## src/rtl/mem_stage.sv

```systemverilog
`default_nettype none
// +----------------------------------------------------------------------------+
// | Module      : mem_stage                                                    |
// | Description : Memory stage of the pipeline. Reads the EX/MEM register     |
// |               outputs and runs the load/store on the single-master bus.    |
// |               It stalls the pipeline until the bus reports ready and       |
// |               flags misaligned accesses. It then updates the MEM/WB        |
// |               register for the write-back and control stages.              |
// | Revision    : 1.0 - initial release                                        |
// +----------------------------------------------------------------------------+
// | Ports                                                                      |
// |   clk, reset_      : clock, asynchronous active-low reset                  |
// |   Stall, Flush     : pipeline control (hold / clear MEM/WB register)       |
// |   EX*              : EX-stage outputs (PC, valid, branch flag, mem op,     |
// |                      store data, ctrl op, dst GPR, GPR WE_, exception,    |
// |                      ALU result / byte address)                           |
// |   BusRdy_, BusRdData : bus ready (active-low) and read data               |
// |   BusAs_, BusRW, BusAddr, BusWrData : bus strobe, direction, word         |
// |                      address and write data                               |
// |   Busy             : stall request to pipeline control                    |
// |   MEM*             : MEM/WB pipeline register                             |
// +----------------------------------------------------------------------------+
module mem_stage #(
   parameter int WORD_DATA_W = 32,
   parameter int WORD_ADDR_W = 30,
   parameter int REG_ADDR_W  = 5,
   parameter int MEM_OP_W    = 2,
   parameter int CTRL_OP_W   = 2,
   parameter int EXP_W       = 3
) (
   input  logic                   clk,
   input  logic                   reset_,
   input  logic                   Stall,
   input  logic                   Flush,
   input  logic [WORD_ADDR_W-1:0] EXPC,
   input  logic                   EXEn,
   input  logic                   EXBrFlag,
   input  logic [MEM_OP_W-1:0]    EXMemOp,
   input  logic [WORD_DATA_W-1:0] EXMemWrData,
   input  logic [CTRL_OP_W-1:0]   EXCtrlOp,
   input  logic [REG_ADDR_W-1:0]  EXDstAddr,
   input  logic                   EXGPRWE_,
   input  logic [EXP_W-1:0]       EXExpCode,
   input  logic [WORD_DATA_W-1:0] EXOut,
   input  logic                   BusRdy_,
   input  logic [WORD_DATA_W-1:0] BusRdData,
   output logic                   BusAs_,
   output logic                   BusRW,
   output logic [WORD_ADDR_W-1:0] BusAddr,
   output logic [WORD_DATA_W-1:0] BusWrData,
   output logic                   Busy,
   output logic [WORD_ADDR_W-1:0] MEMPC,
   output logic                   MEMEn,
   output logic                   MEMBrFlag,
   output logic [CTRL_OP_W-1:0]   MEMCtrlOp,
   output logic [REG_ADDR_W-1:0]  MEMDstAddr,
   output logic                   MEMGPRWE_,
   output logic [EXP_W-1:0]       MEMExpCode,
   output logic [WORD_DATA_W-1:0] MEMOut
);

   localparam logic [MEM_OP_W-1:0]  c_MEM_OP_NOP     = '0;
   localparam logic [MEM_OP_W-1:0]  c_MEM_OP_LDW     = MEM_OP_W'(1);
   localparam logic [CTRL_OP_W-1:0] c_CTRL_OP_NOP    = '0;
   localparam logic [EXP_W-1:0]     c_EXP_NO_EXP     = '0;
   localparam logic [EXP_W-1:0]     c_EXP_MISS_ALIGN = EXP_W'(4);

   typedef enum logic [1:0] {
      S_IDLE = 2'd0,
      S_WAIT = 2'd1,
      S_DONE = 2'd2
   } state_t;

   state_t                 r_state;
   state_t                 w_state_next;
   logic [WORD_DATA_W-1:0] r_rd_data;
   logic [WORD_DATA_W-1:0] w_rd_data;
   logic                   w_mem_op;
   logic                   w_aligned;
   logic                   w_req;
   logic                   w_mis;
   logic                   w_load;
   logic                   w_strobe;
   logic                   w_done;
   logic                   w_mem_upd;

   assign w_mem_op  = EXEn & (EXMemOp != c_MEM_OP_NOP);
   assign w_aligned = (EXOut[1:0] == 2'b00);
   // Gated by reset_ so the bus goes quiet the moment reset asserts, even
   // though the EX inputs may still be presenting an access.
   assign w_req     = reset_ & w_mem_op & w_aligned & ~Flush;
   assign w_mis     = w_mem_op & ~w_aligned;
   assign w_load    = (EXMemOp == c_MEM_OP_LDW);

   always_comb begin
      w_state_next = r_state;
      w_strobe     = 1'b0;
      w_done       = 1'b0;
      Busy         = 1'b0;
      case (r_state)
         S_IDLE: begin
            if (w_req) begin
               w_strobe = 1'b1;
               if (!BusRdy_) begin
                  w_done       = 1'b1;
                  w_state_next = Stall ? S_DONE : S_IDLE;
               end else begin
                  Busy         = 1'b1;
                  w_state_next = S_WAIT;
               end
            end
         end
         // Flush is deliberately ignored here: a started bus cycle must finish.
         S_WAIT: begin
            w_strobe = 1'b1;
            if (!BusRdy_) begin
               w_done       = 1'b1;
               w_state_next = Stall ? S_DONE : S_IDLE;
            end else begin
               Busy = 1'b1;
            end
         end
         // Access already finished; wait out the stall without re-issuing.
         S_DONE: begin
            if (!Stall) begin
               w_state_next = S_IDLE;
            end
         end
         default: w_state_next = S_IDLE;
      endcase
   end

   assign BusAs_    = ~w_strobe;
   assign BusRW     = w_strobe ? w_load : 1'b1;
   assign BusAddr   = w_strobe ? EXOut[WORD_DATA_W-1:2] : '0;
   assign BusWrData = w_strobe ? EXMemWrData : '0;

   // In DONE the bus data has moved on; use the copy taken at completion.
   assign w_rd_data = (r_state == S_DONE) ? r_rd_data : BusRdData;
   assign w_mem_upd = ~Stall & ~Busy;

   always_ff @(posedge clk or negedge reset_) begin
      if (!reset_) begin
         r_state   <= S_IDLE;
         r_rd_data <= '0;
      end else begin
         r_state <= w_state_next;
         if (w_done) begin
            r_rd_data <= BusRdData;
         end
      end
   end

   always_ff @(posedge clk or negedge reset_) begin
      if (!reset_) begin
         MEMPC      <= '0;
         MEMEn      <= 1'b0;
         MEMBrFlag  <= 1'b0;
         MEMCtrlOp  <= c_CTRL_OP_NOP;
         MEMDstAddr <= '0;
         MEMGPRWE_  <= 1'b1;
         MEMExpCode <= c_EXP_NO_EXP;
         MEMOut     <= '0;
      end else if (w_mem_upd) begin
         if (Flush) begin
            MEMPC      <= '0;
            MEMEn      <= 1'b0;
            MEMBrFlag  <= 1'b0;
            MEMCtrlOp  <= c_CTRL_OP_NOP;
            MEMDstAddr <= '0;
            MEMGPRWE_  <= 1'b1;
            MEMExpCode <= c_EXP_NO_EXP;
            MEMOut     <= '0;
         end else if (w_mis) begin
            MEMPC      <= EXPC;
            MEMEn      <= EXEn;
            MEMBrFlag  <= EXBrFlag;
            MEMCtrlOp  <= c_CTRL_OP_NOP;
            MEMDstAddr <= '0;
            MEMGPRWE_  <= 1'b1;
            MEMExpCode <= c_EXP_MISS_ALIGN;
            MEMOut     <= '0;
         end else begin
            MEMPC      <= EXPC;
            MEMEn      <= EXEn;
            MEMBrFlag  <= EXBrFlag;
            MEMCtrlOp  <= EXCtrlOp;
            MEMDstAddr <= EXDstAddr;
            MEMGPRWE_  <= EXGPRWE_;
            MEMExpCode <= EXExpCode;
            MEMOut     <= (w_mem_op && w_load) ? w_rd_data : EXOut;
         end
      end
   end

endmodule
`default_nettype wire

```

## config.mk

```make
export PLATFORM = sky130hd
export DESIGN_NAME = mem_stage
export DESIGN_NICKNAME = d
export VERILOG_FILES = /design/src/rtl/mem_stage.sv
export SDC_FILE = /design/constraint.sdc
export NUM_CORES = 1
export LEC_CHECK = 0
export ABC_AREA = 1
export CELL_PAD_IN_SITES_DETAIL_PLACEMENT = 2
export CELL_PAD_IN_SITES_GLOBAL_PLACEMENT = 2
export CORE_UTILIZATION = 23
export DETAILED_ROUTE_END_ITERATION = 10
export MAX_ROUTING_LAYER = met4
export PLACE_DENSITY = 0.85
export SLEW_MARGIN = 5
export SYNTH_ARGS = -nofsm -noshare
export SYNTH_HDL_FRONTEND = slang
export SYNTH_SLANG_ARGS = --single-unit
export TNS_END_PERCENT = 1
```

## constraint.sdc

```tcl
create_clock -name clk -period 4.56 [get_ports clk]
set_clock_uncertainty 0.2 [all_clocks]
set_input_delay 0.912 -clock clk [delete_from_list [all_inputs] [get_ports clk]]
set_output_delay 0.912 -clock clk [all_outputs]
set_load 0.1 [all_outputs]
```

# [Word-level counts from Yosys, hierarchy flattened]
# Cells that the tools add are included.
[word_totals] ff_bits=109 in_bits=146 out_inout_bits=140
[op_classes] bitwise_logic=11 n_reduce_logical=5 n_mux=32 n_eq_ne=6
[ops] cell="32-bit 2-to-1 mux" n=5
[ops] cell="30-bit 2-to-1 mux" n=2
[ops] cell="2-bit 2-to-1 mux" n=7
[ops] cell="1-bit 2-to-1 mux" n=10
[ops] cell="5-bit 2-to-1 mux" n=2
[ops] cell="1-bit bitwise AND" n=6
[ops] cell="3-bit 2-to-1 mux" n=2
[ops] cell="2-bit inequality test, second input constant" n=3
[ops] cell="1-bit case mux with 2 select lines" n=3
[ops] cell="2-bit case mux with 3 select lines" n=1
[ops] cell="1-bit inverter" n=5
[ops] cell="2-bit by 1-bit == test with 1-bit output, second input constant" n=2
[ops] cell="2-bit logical NOT" n=2
[ops] cell="3-bit AND reduction" n=1
[ops] cell="2-bit == test, second input constant" n=1
[ops] cell="2-bit nonzero test" n=1
[ops] cell="1-bit logical AND" n=1

# [Depth between registers and ports, before layout]
# Gate-level depths: netlist of the first run.
[depth] depth_word=9 ltp_mapped=11 mapped_depth_nobuf=9

# [Worst setup path after synthesis of the first run]
# Ideal clock, no wire load.
[synth_timing] path_type="input to output" from="in EXOut[1]" to="out BusWrData[22]" cell_stages=8 path_slack_ns=0.370 t_arrival_ns=3.078 t_required_ns=3.448 cell_sequence="inv_1 nand2_1 nor2_1 nand3_1 nand2_2 inv_2 buf_2 nor2_1"
[synth_via] elab_chain_cells=6
[synth_lines] item="start, declared" line="44" source="input logic [WORD_DATA_W-1:0] EXOut,"
[synth_lines] item="2-bit logical NOT" line="88" source="assign w_aligned = (EXOut[1:0] == 2'b00);"
[synth_lines] item="1-bit bitwise AND (2 in a row)" line="91" source="assign w_req = reset_ & w_mem_op & w_aligned & ~Flush;"
[synth_lines] item="1-bit 2-to-1 mux" line="102" source="if (w_req) begin"
[synth_lines] item="1-bit case mux with 2 select lines" line="100" source="case (r_state)"
[synth_lines] item="32-bit 2-to-1 mux" line="136" source="assign BusWrData = w_strobe ? EXMemWrData : '0;"
[synth_lines] item="end, declared" line="50" source="output logic [WORD_DATA_W-1:0] BusWrData,"
# Every way passes these cells.

# [Worst setup path after layout of the first run]
[layout_timing] from="in EXEn" to="out BusAddr[0]"
[layout_via] elab_chain_cells=7
[layout_lines] item="start, declared" line="36" source="input logic EXEn,"
[layout_lines] item="1-bit bitwise AND" line="87" source="assign w_mem_op = EXEn & (EXMemOp != c_MEM_OP_NOP);"
[layout_lines] item="1-bit bitwise AND (3 in a row)" line="91"
[layout_lines] item="1-bit 2-to-1 mux" line="102"
[layout_lines] item="1-bit case mux with 2 select lines" line="100"
[layout_lines] item="30-bit 2-to-1 mux" line="135" source="assign BusAddr = w_strobe ? EXOut[WORD_DATA_W-1:2] : '0;"
[layout_lines] item="end, declared" line="49" source="output logic [WORD_ADDR_W-1:0] BusAddr,"
# Every way passes these cells.

==> results of run 1 <==
## cells by family after synthesis
family / Yosys count / synth area share
AOI/OAI and AO/OA: 4 / 0.003535
buffers and inverters: 182 / 0.1225
and+or+nand+nor: 674 / 0.4456
DFF: 109 / 0.4283
## per-layer routing
layer,global-route usage,share of wire,vias up
met3,0.03691,0.051,26
met5,-,0,-
li1,-,-,3412
met1,0.2451,0.43,3538
met4,0.05613,0.017,0
met2,0.3680,0.51,210
## cells in the mapped netlist (all sizes together)
cell type / n
nand2: 324
nor2: 175
nand3: 143
inv: 117
dfrtp: 108
buf: 52
nand3b: 32
clkbuf: 13
a21oi: 2
dfstp: 1
o211ai: 1
o21ai: 1
## layout make-up
class	instances	area, um2	area share
Timing Repair Buffer	298	3598	0.3453
Multi-Input combinational cell	678	2894	0.2777
Sequential cell	109	2729	0.2619
Inverter	117	439.2	0.04215
Tap cell	341	426.7	0.04095
Clock buffer	9	225.2	0.02161
Clock inverter	7	105.1	0.01009
Antenna cell	1	2.502	0.0002402
## critical path: stages
cell and delay [ps]:
clkdlybuf4s50_1 550, inv_2 80, nor2_1 160, nand3_1 110, nand2_2 80, inv_2 40, buf_4 260, nor2_1 270
buf_12 210
## report_power, final
part | switching, mW | internal, mW
Clock | 0.424 | 0.492
Combinational | 0.823 | 0.347
Sequential | 0.0800 | 1.11
## flip-flops by register name, indices dropped and copies added, names as in the netlist
signal and flops:
MEMBrFlag 1, r_rd_data 32, MEMGPRWE_ 1, MEMExpCode 3
MEMCtrlOp 2, r_state 2, MEMOut 32, MEMEn 1
MEMDstAddr 5, MEMPC 30
## path summary, 6_finish.rpt
check	start	slack (ps)	to	cells past startpoint
worst max-delay path	EXEn	730	BusAddr[0]	9
worst min-delay path	reset_	220	MEMOut[14]	1
worst max register to register	r_state[0]	1850	MEMDstAddr[3]	6
worst min register to register	MEMGPRWE_	280	MEMGPRWE_	2
max in group asynchronous	reset_	2850	MEMOut[3]	2
min in group clk	MEMGPRWE_	280	MEMGPRWE_	2
==> run metrics, run 1 <==
VDD IR max=approximately 170 uV; clk_lat worst skew=around 360 ps; post-route cell area=about 0.010 mm2; HP Class=in -> async; Post-Route WL=28.27 mm; ratio of final minimum period to clock period=0.8409; first-pass GRT wire length=44.62 mm; worst hold slack=218.5 ps; commonest non-fill, non-tap cell in the layout=nand2_1; endpoints failing hold=0; endpoints failing setup=0; Die Span Y=~170 um; H-tree depth=3; Final Critical Period=3835 ps; share of the synthesized area in the top cell type=0.4242; post_cts resized=0; Setup WS post-layout=725.5 ps; Post-Place Cells=roughly 1500; most frequent cells in the layout=nand2_1 (321), clkdlybuf4s50_1 (219), nor2_1 (173); Syn Inst Count=969; IO buf count=285; # hold bufs at CTS=0; initial antenna violation count=1; I/O pins=around 290; gp weighted congestion=0.7752; layout cell share with drive strength beyond 1=0.09031; nets=1359; antenna viol nets, final=0; placed cell areas=0.01009 mm2; flops & latches, synth=between 100 and 150; vias per cell=4.606; DRC Markers=0; Worst-path clk slew=80 ps; CP endpoint kind=primary output; Finished Layout Cells=1560; post-synth top area cell=dfrtp_1; CTS Buf Count=9; Pwr Density=314.4 mW/mm2; post-synthesis area per instance=6.575 um2; yosys synthesis warning count=0; worst slack, placed=687.9 ps; slew margin rel.=0.2683; mapped cell area=around 0.0064 mm2; vias in the first global route=approximately 8100; Syn Nets=1115; status=finished clean; worst path arrival time=2720 ps; Slew @ Worst Pin=1094 ps; clock sinks=109; Die ar.=0.02837 mm2; TritonCTS clock tree=built; total negative setup slack=0 ps; sequential area share after synthesis=0.4283; CTS max path bufs=2; unrepaired setup endpoints after global routing=false; CP required=~3500 ps; area delta synth->final=63.55%; core box area=0.02703 mm2; Distinct cells, synth=17; Max-cap violations=0; Crit Path Category=in -> out; Initial DRC Count=around 230; Total GRT Usage=0.2095; Pwr Total=approximately 3.3 mW; setup bufs post-CTS=0; wire per inst=18.12 um; Initial Utilization=0.2357; DRT Pass-1 Iters=4; main area contributors after synthesis=dfrtp_1 (42%), nand2_1 (19%), nand3_1 (11%); Max FO, Critical Path=43; vias post-DR=between 7000 and 8000; fin. max-slew vios=0; largest net degree at the start of global routing=76; Final Core Density=0.3856; die width=168.4 um; overflow left after global routing=0; row cnt=60; final HPWL from detailed placement=20.02 mm; CP startpoint kind=input port; fmax=around 260 MHz; root buffer cell=clkbuf_16; Fill cells=3118; Leakage Power=approximately 5.3 nW
Power figures use the tool's default switching activity.
==> run 2: changes to the inputs <==
--- a/config.mk
+++ b/config.mk
@@ -8,10 +8,10 @@
 export ABC_AREA = 1
 export CELL_PAD_IN_SITES_DETAIL_PLACEMENT = 2
 export CELL_PAD_IN_SITES_GLOBAL_PLACEMENT = 2
-export CORE_UTILIZATION = 23
+export CORE_UTILIZATION = 19
 export DETAILED_ROUTE_END_ITERATION = 10
 export MAX_ROUTING_LAYER = met4
-export PLACE_DENSITY = 0.85
+export PLACE_DENSITY = 0.74
 export SLEW_MARGIN = 5
 export SYNTH_ARGS = -nofsm -noshare
 export SYNTH_HDL_FRONTEND = slang
==> constraint.sdc (replaced) <==
create_clock -name clk -period 3.1 [get_ports clk]
set_clock_uncertainty 0.2 [all_clocks]
set_input_delay 0.62 -clock clk [delete_from_list [all_inputs] [get_ports clk]]
set_output_delay 0.62 -clock clk [all_outputs]
set_load 0.1 [all_outputs]
==> run 2 against run 1 <==
Net effect: count of clock-buffer cells in the layout unchanged; sequential cell count is the same; clock power increased by 29%; first-iteration DRC count is 16% lower; cell area increased by 1.8%; combinational power rose by 47%; critical endpoint is now BusAddr[8]; core utilization shrank 6.2 points; worst hold slack got worse by 3.5 ps; cell count is 7.6% higher.
==> run metrics, run 2 (synthesis gave the netlist of run 1 again) <==
worst path arrival time=2180 ps; Crit Path Category=in -> out; wire per inst=17.28 um; Total GRT Usage=0.1791; IO buf count=285; Initial DRC Count=193; HP Class=in -> async; CP startpoint kind=input port; slew margin rel.=0.4215; Pwr Density=438.6 mW/mm2; row cnt=66; vias per cell=between 4 and 5; initial antenna violation count=1; ratio of final minimum period to clock period=0.9667; nets=1376; clk_lat worst skew=roughly 350 ps; worst r2r path cells=6; root buffer cell=clkbuf_16; first-pass GRT wire length=45.69 mm; WP buf/inv=5; die width=185.1 um; R2R setup slack=960 ps; Regs by FF count=MEMOut x32, r_rd_data x32, MEMPC x30; Post-Route WL=29.00 mm; gp weighted congestion=0.7440; total negative setup slack=0 ps; Slew @ Worst Pin=between 800 and 900 ps; Max FO, Critical Path=40; VDD IR max=around 260 uV; CTS Buf Count=9; fin. max-slew vios=0; unrepaired setup endpoints after global routing=true; Max-cap violations=0; endpoints failing setup=0; endpoints failing hold=0; largest net degree at the start of global routing=between 60 and 70; status=finished clean; final HPWL from detailed placement=21.15 mm; core box area=0.03278 mm2; CP delay by family, top=buffers and inverters; CP max stage delay=400 ps; placed cell areas=0.01024 mm2; crit path cell chain=clkdlybuf4s50_1 > inv_1 > nand2_2 > nor2_2 > nand3_1 > nand2_2 > inv_2 > buf_12 > nor2_1 > buf_12; clock sinks=109; area delta synth->final=66.58%; CP endpoint kind=primary output; most frequent cells in the layout=nand2_1 (320), nand3_1 (141), clkdlybuf4s50_1 (141); DRT Pass-1 Iters=4; CP max stage cell=clkdlybuf4s50_1; DRC Markers=0; layout cell share with drive strength beyond 1=0.1960; Die Span Y=185.1 um; vias in the first global route=8178; Setup WS post-layout=103.2 ps; Final Core Density=0.3237; antenna viol nets, final=0; Initial Utilization=0.1943; TritonCTS clock tree=built; overflow left after global routing=0; Leakage Power=5.466 nW; CTS max path bufs=2; H-tree depth=3; Reg2Reg Capture Point=MEMPC[2]; commonest non-fill, non-tap cell in the layout=nand2_1; Fill cells=about 3900; worst slack, placed=-78.31 ps; Worst-path clk slew=roughly 80 ps; Die ar.=0.03427 mm2; Final Critical Period=2997 ps; I/O pins=286; Worst R2R Start=r_state[1]; vias post-DR=7275; CP required=roughly 2300 ps; post-route cell area=between 0.01 and 0.015 mm2; fmax=333.7 MHz
==> run 2: cell types whose count changed in the layout (fill, tap and decap cells not counted), sizes merged <==
cell           delta
buf              +92
clkdlybuf4s50    -78
clkinvlp          +2
inv               -1
clkinv            +1
bufinv            -2
dlygate4sd2       +3
==> run 2: timing repair <==
item,in CTS,in global routing
pin swaps,1,0
resized for setup,23,12
hold buffers,0,0
endpoints found under the setup margin,48,59
buffers inserted,0,0
==> run 2: how the worst max path moves through the flow <==
stage	start	end	slack [ps]	cells after the start
2_1_floorplan	EXOut[1]	BusAddr[10]	-260	8
3_3_place_gp	EXMemOp[0]	BusAddr[27]	-40	9
3_5_place_dp	EXMemOp[0]	BusAddr[11]	-80	9
4_1_cts	EXOut[1]	BusWrData[5]	4	11
5_1_grt	EXOut[1]	BusAddr[25]	-20	10
6_report	EXOut[1]	BusAddr[8]	100	10
==> run 2: power breakdown <==
group | leakage [nW] | switching (mW) | internal [mW]
clock network | 0.132 | 0.623 | 0.561
registers | 1.41 | 0.118 | 1.63
logic | 3.92 | 1.22 | 0.499
==> run 2: stage by stage <==
stage,std cells,power (mW),hold slack [ps]
finish,1678,4.655,215.0
global route,1678,4.906,272.1
CTS,1677,4.743,250.8
floorplan,969,2.871,124.4
global placement,1661,3.475,253.7
detailed placement,1661,3.518,260.0
==> run 2: layer usage <==
metal  share of wire  up-vias  wire [um]  global-route usage
li1                -     3440          -                   -
met5               0        -          0                   -
met3           0.072       29       2101             0.04326
met4           0.019        0        544             0.04992
met1            0.41     3584      11940              0.2032
met2            0.50      222      14410              0.3120
==> run 2: layout make-up <==
class / count / area (um2) / area share
flip-flops and latches: 109 / 2730 / 0.2573
repair buffers: 315 / 3601 / 0.3393
inverters: 117 / 440.4 / 0.04150
multi-input cells: 678 / 3002 / 0.2828
well taps: 442 / 553.0 / 0.05211
clock inverters: 7 / 58.81 / 0.005541
clock buffers: 9 / 225.2 / 0.02122
diodes: 1 / 2.502 / 0.0002358
==> run 3: changes to the inputs <==
--- a/config.mk
+++ b/config.mk
@@ -10,8 +10,10 @@
 export CELL_PAD_IN_SITES_GLOBAL_PLACEMENT = 2
 export CORE_UTILIZATION = 19
 export DETAILED_ROUTE_END_ITERATION = 10
+export GPL_TIMING_DRIVEN = 0
 export MAX_ROUTING_LAYER = met4
 export PLACE_DENSITY = 0.74
+export SETUP_SLACK_MARGIN = 0.4
 export SLEW_MARGIN = 5
 export SYNTH_ARGS = -nofsm -noshare
 export SYNTH_HDL_FRONTEND = slang
==> run 3 against run 2 <==
Net effect: die area unchanged; global-route usage increased by 0.52 points; non-clock buffer count increased by 42; sequential share of layout area decreased by 1.7 points; largest power group is now combinational logic; highest routed layer unchanged.
==> run metrics, run 3 (synthesis gave the netlist of run 1 again) <==
status=finished clean; Leakage Power=5.536 nW; unrepaired setup endpoints after global routing=true; Finished Layout Cells=1726; Pwr Density=420.0 mW/mm2; CTS Buf Count=9; final HPWL from detailed placement=22.55 mm; overflow left after global routing=0; commonest non-fill, non-tap cell in the layout=nand2_1; layout cell share with drive strength beyond 1=0.1690; DRC Markers=0; nets=1419; HP Class=in -> async; TritonCTS clock tree=built; WP buf/inv=5; Slew @ Worst Pin=1046 ps; Die Span Y=185.1 um; CP required=2280 ps; CTS max path bufs=2; initial antenna violation count=5; Initial Utilization=0.1943; CP startpoint kind=flop; CP endpoint kind=primary output; ratio of final minimum period to clock period=0.9117; CP delay by family, top=buffers and inverters; row cnt=66; crit path cell chain=buf_2 > inv_2 > nand2_1 > nand2_8 > clkinv_16 > buf_16 > nor2_4 > buf_12; endpoints failing hold=0; root buffer cell=clkbuf_16; H-tree depth=3; largest net degree at the start of global routing=59; vias in the first global route=8199; clk_lat worst skew=about 360 ps; clock sinks=109; fin. max-slew vios=0; I/O pins=286; vias per cell=4.276; Crit Path Category=reg -> out; wire per inst=approximately 18 um; Regs by FF count=MEMOut x32, r_rd_data x32, MEMPC x30; Worst-path clk slew=90 ps; most frequent cells in the layout=nand2_1 (318), clkdlybuf4s50_1 (212), nand3_1 (142); slew margin rel.=0.3004; fmax=353.8 MHz; worst path arrival time=roughly 2000 ps; CP max stage delay=370 ps; placed cell areas=~0.010 mm2; antenna viol nets, final=0; Total GRT Usage=0.1843; Final Critical Period=between 2000 and 3000 ps; Final Core Density=0.3462; Die ar.=0.03427 mm2; Fill cells=about 3800; Pwr Total=between 4 and 5 mW; first-pass GRT wire length=46.48 mm; Initial DRC Count=183; Max FO, Critical Path=8; VDD IR max=242.3 uV; IO buf count=between 200 and 300; DRT Pass-1 Iters=4; gp weighted congestion=0.7475; Post-Place Cells=roughly 1700; vias post-DR=approximately 7400; Max-cap violations=0; CP max stage cell=dfrtp_1; area delta synth->final=78.16%; endpoints failing setup=0; die width=185.1 um; total negative setup slack=0 ps; Post-Route WL=31.03 mm; core box area=0.03278 mm2; post-route cell area=0.01135 mm2
## run 3: cell types whose count changed in the layout (fill, tap and decap cells not counted), sizes merged, moves of 3 or more
| cell | previous run | this run |
|---|---|---|
| dlymetal6s2s | 0 | 4 |
| clkinvlp | 3 | 0 |
| buf | 171 | 120 |
| diode | 1 | 6 |
| clkbuf | 9 | 31 |
| clkdlybuf4s50 | 141 | 212 |
## run 3: cell type report
class	count	area [um2]	area share
Timing Repair Buffer	292	3492	0.3076
Multi-Input combinational cell	678	3346	0.2948
Sequential cell	109	2729	0.2404
Tap cell	442	553.0	0.04872
Inverter	117	465.4	0.04101
Buffer	65	454.2	0.04001
Clock buffer	11	242.7	0.02138
Clock inverter	5	42.54	0.003748
Antenna cell	6	15.01	0.001323
Timing Repair inverter	1	11.26	0.0009921
## run 3: power breakdown
group          switching (mW)  internal, mW  leakage [nW]
registers               0.118          1.63          1.41
clock network           0.617         0.583         0.142
logic                    1.27         0.549          3.98
total                    2.00          2.76          5.54
## run 3: path summary, 6_finish.rpt
check                           endpoint  slack [ps]        from  cells after the start
max                        BusWrData[21]         270  r_state[1]                      8
min reg2reg                    MEMGPRWE_         270   MEMGPRWE_                      2
min in group clk               MEMGPRWE_         270   MEMGPRWE_                      2
max reg2reg                r_rd_data[22]        1090  r_state[1]                      9
min                           MEMOut[17]          40      reset_                      2
max in group asynchronous      MEMGPRWE_        2300      reset_                      2
## run 3: metrics by stage
stage	setup slack (ps)	hold WS, ps
6_report	273.9	42.75
5_1_grt	185.5	51.50
4_1_cts	105.3	50.14
3_5_place_dp	-1280	261.9
3_3_place_gp	-5606	252.6
2_1_floorplan	144.9	124.4
## run 3: what timing repair did
action                     in CTS  in global routing
hold buffers                    1                  0
setup endpoints to repair     127                138
gates cloned                    0                  3
buffers inserted                2                  1
pin swaps                       4                  7
hold endpoints to repair       51                  0
resized for setup             568                 92
## run 3: per-layer routing
metal	track usage	wire length, um	vias to the layer above
met2	0.3206	15640	210
met3	0.04444	1997	12
met4	0.03372	245	0
met1	0.2161	13140	3621
li1	-	-	3537
met5	-	0	-
